$ cat src/rtl/param_lock.sv
// Combination lock: next/enter digit entry on an LED bar, retry limit, timed flashing lockout.
// Optional PARAM_LOCK_PROG_EN adds reprogramming of the active code from UNLOCK.
module param_lock #(
    parameter int unsigned                  N_DIGITS       = 4,
    parameter int unsigned                  DIGIT_W        = 3,
    parameter logic [N_DIGITS*DIGIT_W-1:0]  PASSWORD       = 12'h2D1,
    parameter logic [(2**DIGIT_W)-1:0]      SECRET         = 8'hA5,
    parameter int unsigned                  MAX_TRIES      = 3,
    parameter logic [23:0]                  LOCKOUT_CYCLES = 24'd12000000,
    parameter logic [23:0]                  FLASH_CYCLES   = 24'd3000000
) (
    input  logic                             clk,
    input  logic                             rst_n,
    input  logic                             next_btn,
    input  logic                             enter_btn,
    input  logic                             relock,
    output logic [(2**DIGIT_W)-1:0]          leds,
    output logic                             unlocked,
    output logic                             lockout,
    output logic [$clog2(MAX_TRIES+1)-1:0]   fail_cnt,
    output logic [$clog2(N_DIGITS+1)-1:0]    digit_idx
);

    localparam int unsigned LED_W = 2**DIGIT_W;
    localparam int unsigned CW    = N_DIGITS * DIGIT_W;
    localparam int unsigned FW    = $clog2(MAX_TRIES + 1);
    localparam int unsigned IW    = $clog2(N_DIGITS + 1);

    localparam logic [2:0] S_ENTRY   = 3'd0;
    localparam logic [2:0] S_CHECK   = 3'd1;
    localparam logic [2:0] S_UNLOCK  = 3'd2;
    localparam logic [2:0] S_LOCKOUT = 3'd3;
`ifdef PARAM_LOCK_PROG_EN
    localparam logic [2:0] S_PROG    = 3'd4;
`endif

    logic [2:0]         state_q, state_d;
    logic [DIGIT_W-1:0] pos_q, pos_d;
    logic               mismatch_q, mismatch_d;
    logic [23:0]        timer_q, timer_d;
    logic [23:0]        flash_q, flash_d;
    logic               next_q, enter_q;
    logic               nx, en;
    logic [IW-1:0]      idx_d;
    logic [FW-1:0]      fail_d;
    logic [LED_W-1:0]   leds_d, lock_leds;
    logic               unlocked_d, lockout_d;
    logic [DIGIT_W-1:0] exp_digit;
    logic [CW-1:0]      code_c;
    logic [31:0]        fail_inc;

`ifdef PARAM_LOCK_PROG_EN
    logic [CW-1:0]      code_q, code_d;
    logic [CW-1:0]      prog_q, prog_d;
    logic [CW-1:0]      shifted;
    assign code_c = code_q;
`else
    assign code_c = PASSWORD;
`endif

    assign nx = next_btn & ~next_q;
    assign en = enter_btn & ~enter_q;

    // Next-state and next-output logic
    always_comb begin
        state_d    = state_q;
        pos_d      = pos_q;
        idx_d      = digit_idx;
        fail_d     = fail_cnt;
        mismatch_d = mismatch_q;
        timer_d    = timer_q;
        flash_d    = flash_q;
        lock_leds  = leds;
        exp_digit  = '0;
        fail_inc   = 32'(fail_cnt) + 32'd1;
`ifdef PARAM_LOCK_PROG_EN
        code_d     = code_q;
        prog_d     = prog_q;
        shifted    = CW'({prog_q, pos_q});
`endif
        // First-entered digit sits in the MSBs of the code
        for (int i = 0; i < int'(N_DIGITS); i++) begin
            if (digit_idx == IW'(i)) begin
                exp_digit = code_c[(int'(N_DIGITS) - 1 - i) * int'(DIGIT_W) +: DIGIT_W];
            end
        end

        case (state_q)
            S_ENTRY: begin
                if (en) begin
                    mismatch_d = mismatch_q | (pos_q != exp_digit);
                    pos_d      = '0;
                    if (digit_idx == IW'(N_DIGITS - 1)) begin
                        idx_d   = '0;
                        state_d = S_CHECK;
                    end else begin
                        idx_d = digit_idx + IW'(1);
                    end
                end else if (nx) begin
                    pos_d = pos_q + DIGIT_W'(1);
                end
            end
            S_CHECK: begin
                mismatch_d = 1'b0;
                pos_d      = '0;
                idx_d      = '0;
                if (!mismatch_q) begin
                    state_d = S_UNLOCK;
                    fail_d  = '0;
                end else if (fail_inc < 32'(MAX_TRIES)) begin
                    state_d = S_ENTRY;
                    fail_d  = fail_cnt + FW'(1);
                end else begin
                    state_d   = S_LOCKOUT;
                    fail_d    = FW'(MAX_TRIES);
                    timer_d   = '0;
                    flash_d   = '0;
                    lock_leds = '1;
                end
            end
            S_UNLOCK: begin
                if (relock) begin
                    state_d = S_ENTRY;
                    pos_d   = '0;
                    idx_d   = '0;
                end
`ifdef PARAM_LOCK_PROG_EN
                else if (en) begin
                    state_d = S_PROG;
                    pos_d   = '0;
                    idx_d   = '0;
                end
`endif
            end
            S_LOCKOUT: begin
                if (timer_q != '1) timer_d = timer_q + 24'd1;
                if (flash_q >= FLASH_CYCLES - 24'd1) begin
                    flash_d   = '0;
                    lock_leds = ~leds;
                end else begin
                    flash_d = flash_q + 24'd1;
                end
                // A zero lockout length never expires
                if (LOCKOUT_CYCLES != 24'd0 && timer_q == LOCKOUT_CYCLES - 24'd1) begin
                    state_d = S_ENTRY;
                    fail_d  = '0;
                    pos_d   = '0;
                    idx_d   = '0;
                end
            end
`ifdef PARAM_LOCK_PROG_EN
            S_PROG: begin
                if (relock) begin
                    state_d = S_ENTRY;
                    pos_d   = '0;
                    idx_d   = '0;
                end else if (en) begin
                    prog_d = shifted;
                    pos_d  = '0;
                    if (digit_idx == IW'(N_DIGITS - 1)) begin
                        code_d  = shifted;
                        idx_d   = '0;
                        state_d = S_ENTRY;
                    end else begin
                        idx_d = digit_idx + IW'(1);
                    end
                end else if (nx) begin
                    pos_d = pos_q + DIGIT_W'(1);
                end
            end
`endif
            default: begin
                state_d    = S_ENTRY;
                pos_d      = '0;
                idx_d      = '0;
                mismatch_d = 1'b0;
            end
        endcase

        unlocked_d = (state_d == S_UNLOCK);
        lockout_d  = (state_d == S_LOCKOUT);
`ifdef PARAM_LOCK_PROG_EN
        if (state_d == S_PROG) unlocked_d = 1'b1;
`endif
        case (state_d)
            S_ENTRY:   leds_d = LED_W'(1) << pos_d;
            S_UNLOCK:  leds_d = SECRET;
            S_LOCKOUT: leds_d = lock_leds;
`ifdef PARAM_LOCK_PROG_EN
            S_PROG:    leds_d = LED_W'(1) << pos_d;
`endif
            default:   leds_d = '0;
        endcase
    end

    // State and output registers; button history resets high so held buttons give no edge
    always_ff @(posedge clk) begin
        if (!rst_n) begin
            state_q    <= S_ENTRY;
            pos_q      <= '0;
            mismatch_q <= 1'b0;
            timer_q    <= '0;
            flash_q    <= '0;
            next_q     <= 1'b1;
            enter_q    <= 1'b1;
            leds       <= LED_W'(1);
            unlocked   <= 1'b0;
            lockout    <= 1'b0;
            fail_cnt   <= '0;
            digit_idx  <= '0;
        end else begin
            state_q    <= state_d;
            pos_q      <= pos_d;
            mismatch_q <= mismatch_d;
            timer_q    <= timer_d;
            flash_q    <= flash_d;
            next_q     <= next_btn;
            enter_q    <= enter_btn;
            leds       <= leds_d;
            unlocked   <= unlocked_d;
            lockout    <= lockout_d;
            fail_cnt   <= fail_d;
            digit_idx  <= idx_d;
        end
    end

`ifdef PARAM_LOCK_PROG_EN
    always_ff @(posedge clk) begin
        if (!rst_n) begin
            code_q <= PASSWORD;
            prog_q <= '0;
        end else begin
            code_q <= code_d;
            prog_q <= prog_d;
        end
    end
`endif

endmodule

$ cat config.mk
export PLATFORM = sky130hd
export DESIGN_NAME = param_lock
export DESIGN_NICKNAME = d
export VERILOG_FILES = /design/src/rtl/param_lock.sv
export SDC_FILE = /design/constraint.sdc
export NUM_CORES = 1
export LEC_CHECK = 0
export BUFFER_PORTS_ARGS = -buffer_cell sky130_fd_sc_hd__buf_2
export CAP_MARGIN = 0
export CORE_ASPECT_RATIO = 0.9
export CORE_MARGIN = 5
export CORE_UTILIZATION = 61
export DETAILED_ROUTE_END_ITERATION = 12
export GPL_TIMING_DRIVEN = 0
export HOLD_SLACK_MARGIN = 0.02
export PLACE_DENSITY = 0.8
export SETUP_SLACK_MARGIN = 0.15
export SYNTH_ARGS = -nofsm -noshare
export SYNTH_HDL_FRONTEND = slang
export SYNTH_SLANG_ARGS = --single-unit
$ cat constraint.sdc
create_clock -name clk -period 3.1 [get_ports clk]
set_clock_uncertainty 0.15 [all_clocks]
set_input_delay 0 -clock clk [delete_from_list [all_inputs] [get_ports clk]]
set_output_delay 0 -clock clk [all_outputs]
set_load 0.005 [all_outputs]
# Word-level counts from Yosys, hierarchy flattened
# Cells that the tools add are included.
[word_totals]
register_bits = 72
out_inout_bits = 15
[classes]
n_addsub = 6
magnitude_cmp = 2
eq_ne = 21
shift = 1
n_mux = 38
n_bitwise = 7
n_reduce_logical = 11
[op_table]
columns = ["cell", "n"]
rows = [
  ["two-way mux 24 bit", 4],
  ["case mux 24 bit (2 select lines)", 2],
  ["adder 24 x 1 -> 24 bit, second input constant", 2],
  ["two-way mux 3 bit", 14],
  ["== test 24 bit, second input constant", 1],
  [">= comparator 24 x 22 -> 1 bit, second input constant", 1],
  ["two-way mux 8 bit", 3],
  ["inequality test 24 bit, second input constant", 1],
  ["case mux 8 bit (3 select lines)", 1],
  ["== test 3 x 2 -> 1 bit, second input constant", 6],
  ["case mux 3 bit (3 select lines)", 2],
  ["case mux 8 bit (2 select lines)", 1],
  ["two-way mux 2 bit", 6],
  ["inequality test 2 bit, second input constant", 6],
  ["case mux 3 bit (4 select lines)", 1],
  ["zero test 3 bit", 3],
  ["inequality test 3 bit, second input constant", 3],
  ["inverter 8 bit", 1],
  ["AND reduction 4 bit", 2],
  ["left shift 1 x 3 -> 8 bit, first input constant", 1],
  ["adder 3 x 1 -> 3 bit, second input constant", 2],
  ["== test 3 x 1 -> 1 bit, second input constant", 2],
  ["AND reduction 3 bit", 2],
  ["case mux 2 bit (2 select lines)", 1],
  ["other kinds (13)", 18],
]

# Logic depth before layout (Yosys ltp)
[logic_depth]
depth_word = 9
depth_mapped = 9
mapped_depth_nobuf = 9

# Worst setup path after synthesis
# Ideal clock, no wire load.
[synth_timing]
path_kind = "reg2reg"
from = "register timer_q[0]"
to = "register leds[2]"
setup_time_ps = 79
arrival_time_ps = 1993
t_required_ps = 2871
setup_slack_ps = 878
stages_incl_launch_ff = 10
cell_sequence = "dfxtp_1 > ha_1 > and3_1 > nand4_1 > nor2_1 > a211oi_1 > clkbuf_1 > o31ai_1 > or2_0 > a211oi_2"
[synth_via]
elab_chain_len = 6
word_cells_on_any_way = 15
[synth_lines]
columns = ["item", "line", "text"]
rows = [
  ["from (decl)", "40", "logic [23:0] timer_q, timer_d;"],
  ["from (signal assigned)", "215", "timer_q <= timer_d;"],
  ["== test 24 bit *", "144", "if (LOCKOUT_CYCLES != 24'd0 && timer_q == LOCKOUT_CYCLES - 24'd1) begin"],
  ["two-way mux 3 bit", "144", ""],
  ["case mux 3 bit (4 select lines)", "88", "case (state_q)"],
  ["== test 3 x 2 -> 1 bit", "185", "case (state_d)"],
  ["inequality test 3 x 1 -> 1 bit (no line) / inequality test 3 bit (equally long branches)", "-", ""],
  ["AND reduction 4 bit (no line)", "-", ""],
  ["to (signal assigned)", "219", "leds <= leds_d;"],
  ["to (decl)", "17", "output logic [(2**DIGIT_W)-1:0] leds,"],
]
# Every way passes the cells marked *; elsewhere a longest branch is shown, timed or not.
# A chain may end at the register's enable or synchronous reset.

# Worst setup path in the final report
# Ends and elaborated chain as after synthesis.

==> results.yml <==
run_status:
  outcome: "finished, final reports clean"
placement:
  placed_cells: 545
  placed_cell_area_um2: 3900
  hpwl_um: 5990
  place_congestion: 0.872
  portBuffers: 19
synth:
  yosysTopAreaCell: "dfxtp_1"
  synth_top_cell_area_share_pct: 38.8
  synth_cell_types: 66
  synth_top_flop_cell: "dfxtp_1"
  syn_nets: 466
  ys_ff_latch: 72
  postSynthCellCount: 454
  synth_area_um2: 3720
  syn-mean-instance-area_um2: 8.19
  yosys_warnings: 0
  synth_seq_area_share_pct: 38.8
  async_reset_ff_share_pct: 0
  ys_top_cells_by_area: "dfxtp_1 39%, nor2_1 6.9%, xor2_1 4.7%"
  synth_edf_count: 0
critical_path:
  endpoint_kind: "flip-flop"
  cp_max_fo: 10
  worstSetupPathType: "flip-flop to flip-flop"
  cp.arrival_ns: 2.78
  required_ns: 3.22
  rr_worst_depth: 9
  start_kind: "flip-flop"
  reg2reg_slack_ns: 0.44
  regToRegEndpoint: "leds[2]"
  r2r_start: "timer_q[0]"
timing:
  fmax_mhz: 376
  period_share_pct: 85.9
  worstMarginPinSlew_ns: 0.654
  setup_violations: 0
  setup_tns_ns: 0
  slew_violations: 0
  relSlewSlack_pct: 56.4
  rsz0062_at_grt: "false"
  min_period_ns: 2.66
  hold_violations: 0
final_layout:
  regArea_um2: 1440
  utilization_pct: 68.5
  fillers: 514
  drive_gt1_share_pct: 11.6
  multi_input_area_um2: 2150
  diodes: 0
  nets: 499
  fin_area_um2: 4120
  finalNonFillerCells: 563
  syn_to_final_growth_pct: 10.8
global_routing:
  grt_max_degree: 12
  grt_overflow: 0
  grt_pass1_wl_um: 15000
  grt_pass1_vias: 3179
  grt_usage_pct: 23.7
  antenna_found_initial: 0
min_path:
  min_to: "state_q[1]"
  whs_path_depth: 6
  hp-start: "relock"
  hold_class: "primary input to flip-flop"
clock_tree:
  hold_buffers: 3
  cts_tree: "built"
  clk_latency_ns: 0.35
  clk_pin_slew_ns: 0.07
  root_buffer: "clkbuf_8"
  cts_buffers: 9
  clock_sinks: 72
  post_cts_resize_count: 0
  cts_buffer_depth: 2
  htreeDepth: 3
  post_cts_buffers: 0
run:
  maxCapViolCount: 0
drt:
  vias: 3395
  drcViolationCount: 0
  wl_per_cell_um: 15.1
  drt-initial-drc-count: 219
  dr.pass1.iters: 7
  wl_um: 8520
  ant_nets: 0
  viasPerCell: 6.03
die:
  pin_count: 20
  dieArea_um2: 7760
  core_um2: 6010
  fp.dieH_um: 84.1
  die_x_um: 92.3
  start_util_pct: 61.8
  rows: 27
power_and_ir_drop:
  totalPowerFinal_mw: 1.71
  power.leakage_nw: 1.57
  vdd_drop_max_v: 0.000374
  powerDensity_nw_per_um2: 415
## worst max-delay path, cell delays in order (launching register included)
cell and delay, ns:
dfxtp_1 0.34, ha_1 0.23, and3_1 0.21, nand4_1 0.17
nor2_1 0.12, a211oi_1 0.37, clkbuf_1 0.38, o31ai_1 0.17
or2_0 0.25, a211oi_2 0.19
## state kept, by name (all words and copies together), names as in the netlist, 2 cells and up
name and count:
pos_q 3, digit_idx 3, flash_q 24, timer_q 24, state_q 3, fail_cnt 2, leds 8
## cell usage after synthesis, types with 3 or more instances
master / instances
dfxtp_1: 72
nor2_1: 68
nand2_1: 43
a21oi_1: 31
nand3_1: 26
xor2_1: 20
o21ai_0: 16
xnor2_1: 15
and3_1: 12
inv_1: 12
clkbuf_1: 11
nor3_1: 11
nand4_1: 9
ha_1: 7
buf_2: 6
nand2b_1: 6
a31oi_1: 5
nor2b_1: 5
o211a_1: 5
o31ai_1: 4
or3_1: 4
and4_1: 3
and4b_1: 3
nand4b_1: 3
nor4_1: 3
o21a_1: 3
o22ai_1: 3
## layout by cell type (no fill, tap or decap), types with 3 or more instances in the layout
master / synthesis / final
a21oi_1: 31 / 31
a31oi_1: 5 / 5
and3_1: 12 / 12
and4_1: 3 / 3
and4b_1: 3 / 3
buf_2: 6 / 25
clkbuf_1: 11 / 12
clkbuf_8: 0 / 10
clkinv_2: 0 / 3
dfxtp_1: 72 / 72
dlygate4sd3_1: 0 / 3
ha_1: 7 / 7
inv_1: 12 / 12
nand2_1: 43 / 43
nand2b_1: 6 / 6
nand3_1: 26 / 26
nand4_1: 9 / 9
nand4b_1: 3 / 3
nor2_1: 68 / 68
nor2b_1: 5 / 5
nor3_1: 11 / 11
nor4_1: 3 / 3
o211a_1: 5 / 5
o21a_1: 3 / 3
o21ai_0: 16 / 16
o22ai_1: 3 / 3
o31ai_1: 4 / 4
or3_1: 4 / 4
xnor2_1: 15 / 15
xor2_1: 20 / 20
## worst max path at each step
stage                     startpoint  slack, ns       to  cells past startpoint
after floorplan           timer_q[0]       0.88  leds[2]                      9
after global placement    timer_q[0]       0.54  leds[2]                      9
after detailed placement  timer_q[0]       0.49  leds[2]                      9
after CTS                 timer_q[0]       0.45  leds[2]                      9
after global routing      timer_q[0]       0.20  leds[2]                      9
final                     timer_q[0]       0.44  leds[2]                      9
## power breakdown
part	internal, mW	leakage [nW]	switching (mW)
clock	0.385	0.0989	0.342
combinational	0.0167	0.887	0.0338
sequential	0.928	0.581	0.00434
## per-layer routing
| metal | vias to the layer above | GRT usage (%) | share of wire (%) |
|---|---|---|---|
| met4 | 0 | 7.83 | 1.8 |
| met2 | 90 | 37.1 | 46 |
| met3 | 17 | 6.31 | 5.0 |
| met1 | 1613 | 31.8 | 47 |
| met5 | - | 0 | 0 |
| li1 | 1675 | - | - |
## area by class of cell
type	count	share of cell area (%)
flip-flops and latches	72	35.0
plain buffers	18	1.91
clock inverters	4	1.09
well taps	72	2.19
clock buffers	11	3.43
multi-input cells	352	52.2
repair buffers	22	3.04
inverters	12	1.09
## cells by family (layout without fill, tap and decap cells)
| logic type | count (synthesis) | count (layout) | synth area share [%] |
|---|---|---|---|
| adders and majority gates | 7 | 7 | 2.36 |
| AOI/OAI and AO/OA | 92 | 92 | 17.0 |
| and+or+nand+nor | 216 | 216 | 29.9 |
| buffers and inverters | 30 | 67 | 3.33 |
| muxes | 1 | 1 | 0.269 |
| DFF | 72 | 72 | 38.8 |
| xor gates and xnor gates | 35 | 35 | 8.25 |
| other | 1 | 1 | 0.101 |
## metrics by stage
stage,setup slack (ns),hold slack [ns]
after detailed placement,0.486,0.0589
final,0.439,0.179
after floorplan,0.878,-0.0485
after global routing,0.197,0.236
after global placement,0.539,0.0454
after CTS,0.448,0.164
(Power assumes the default switching activity.)
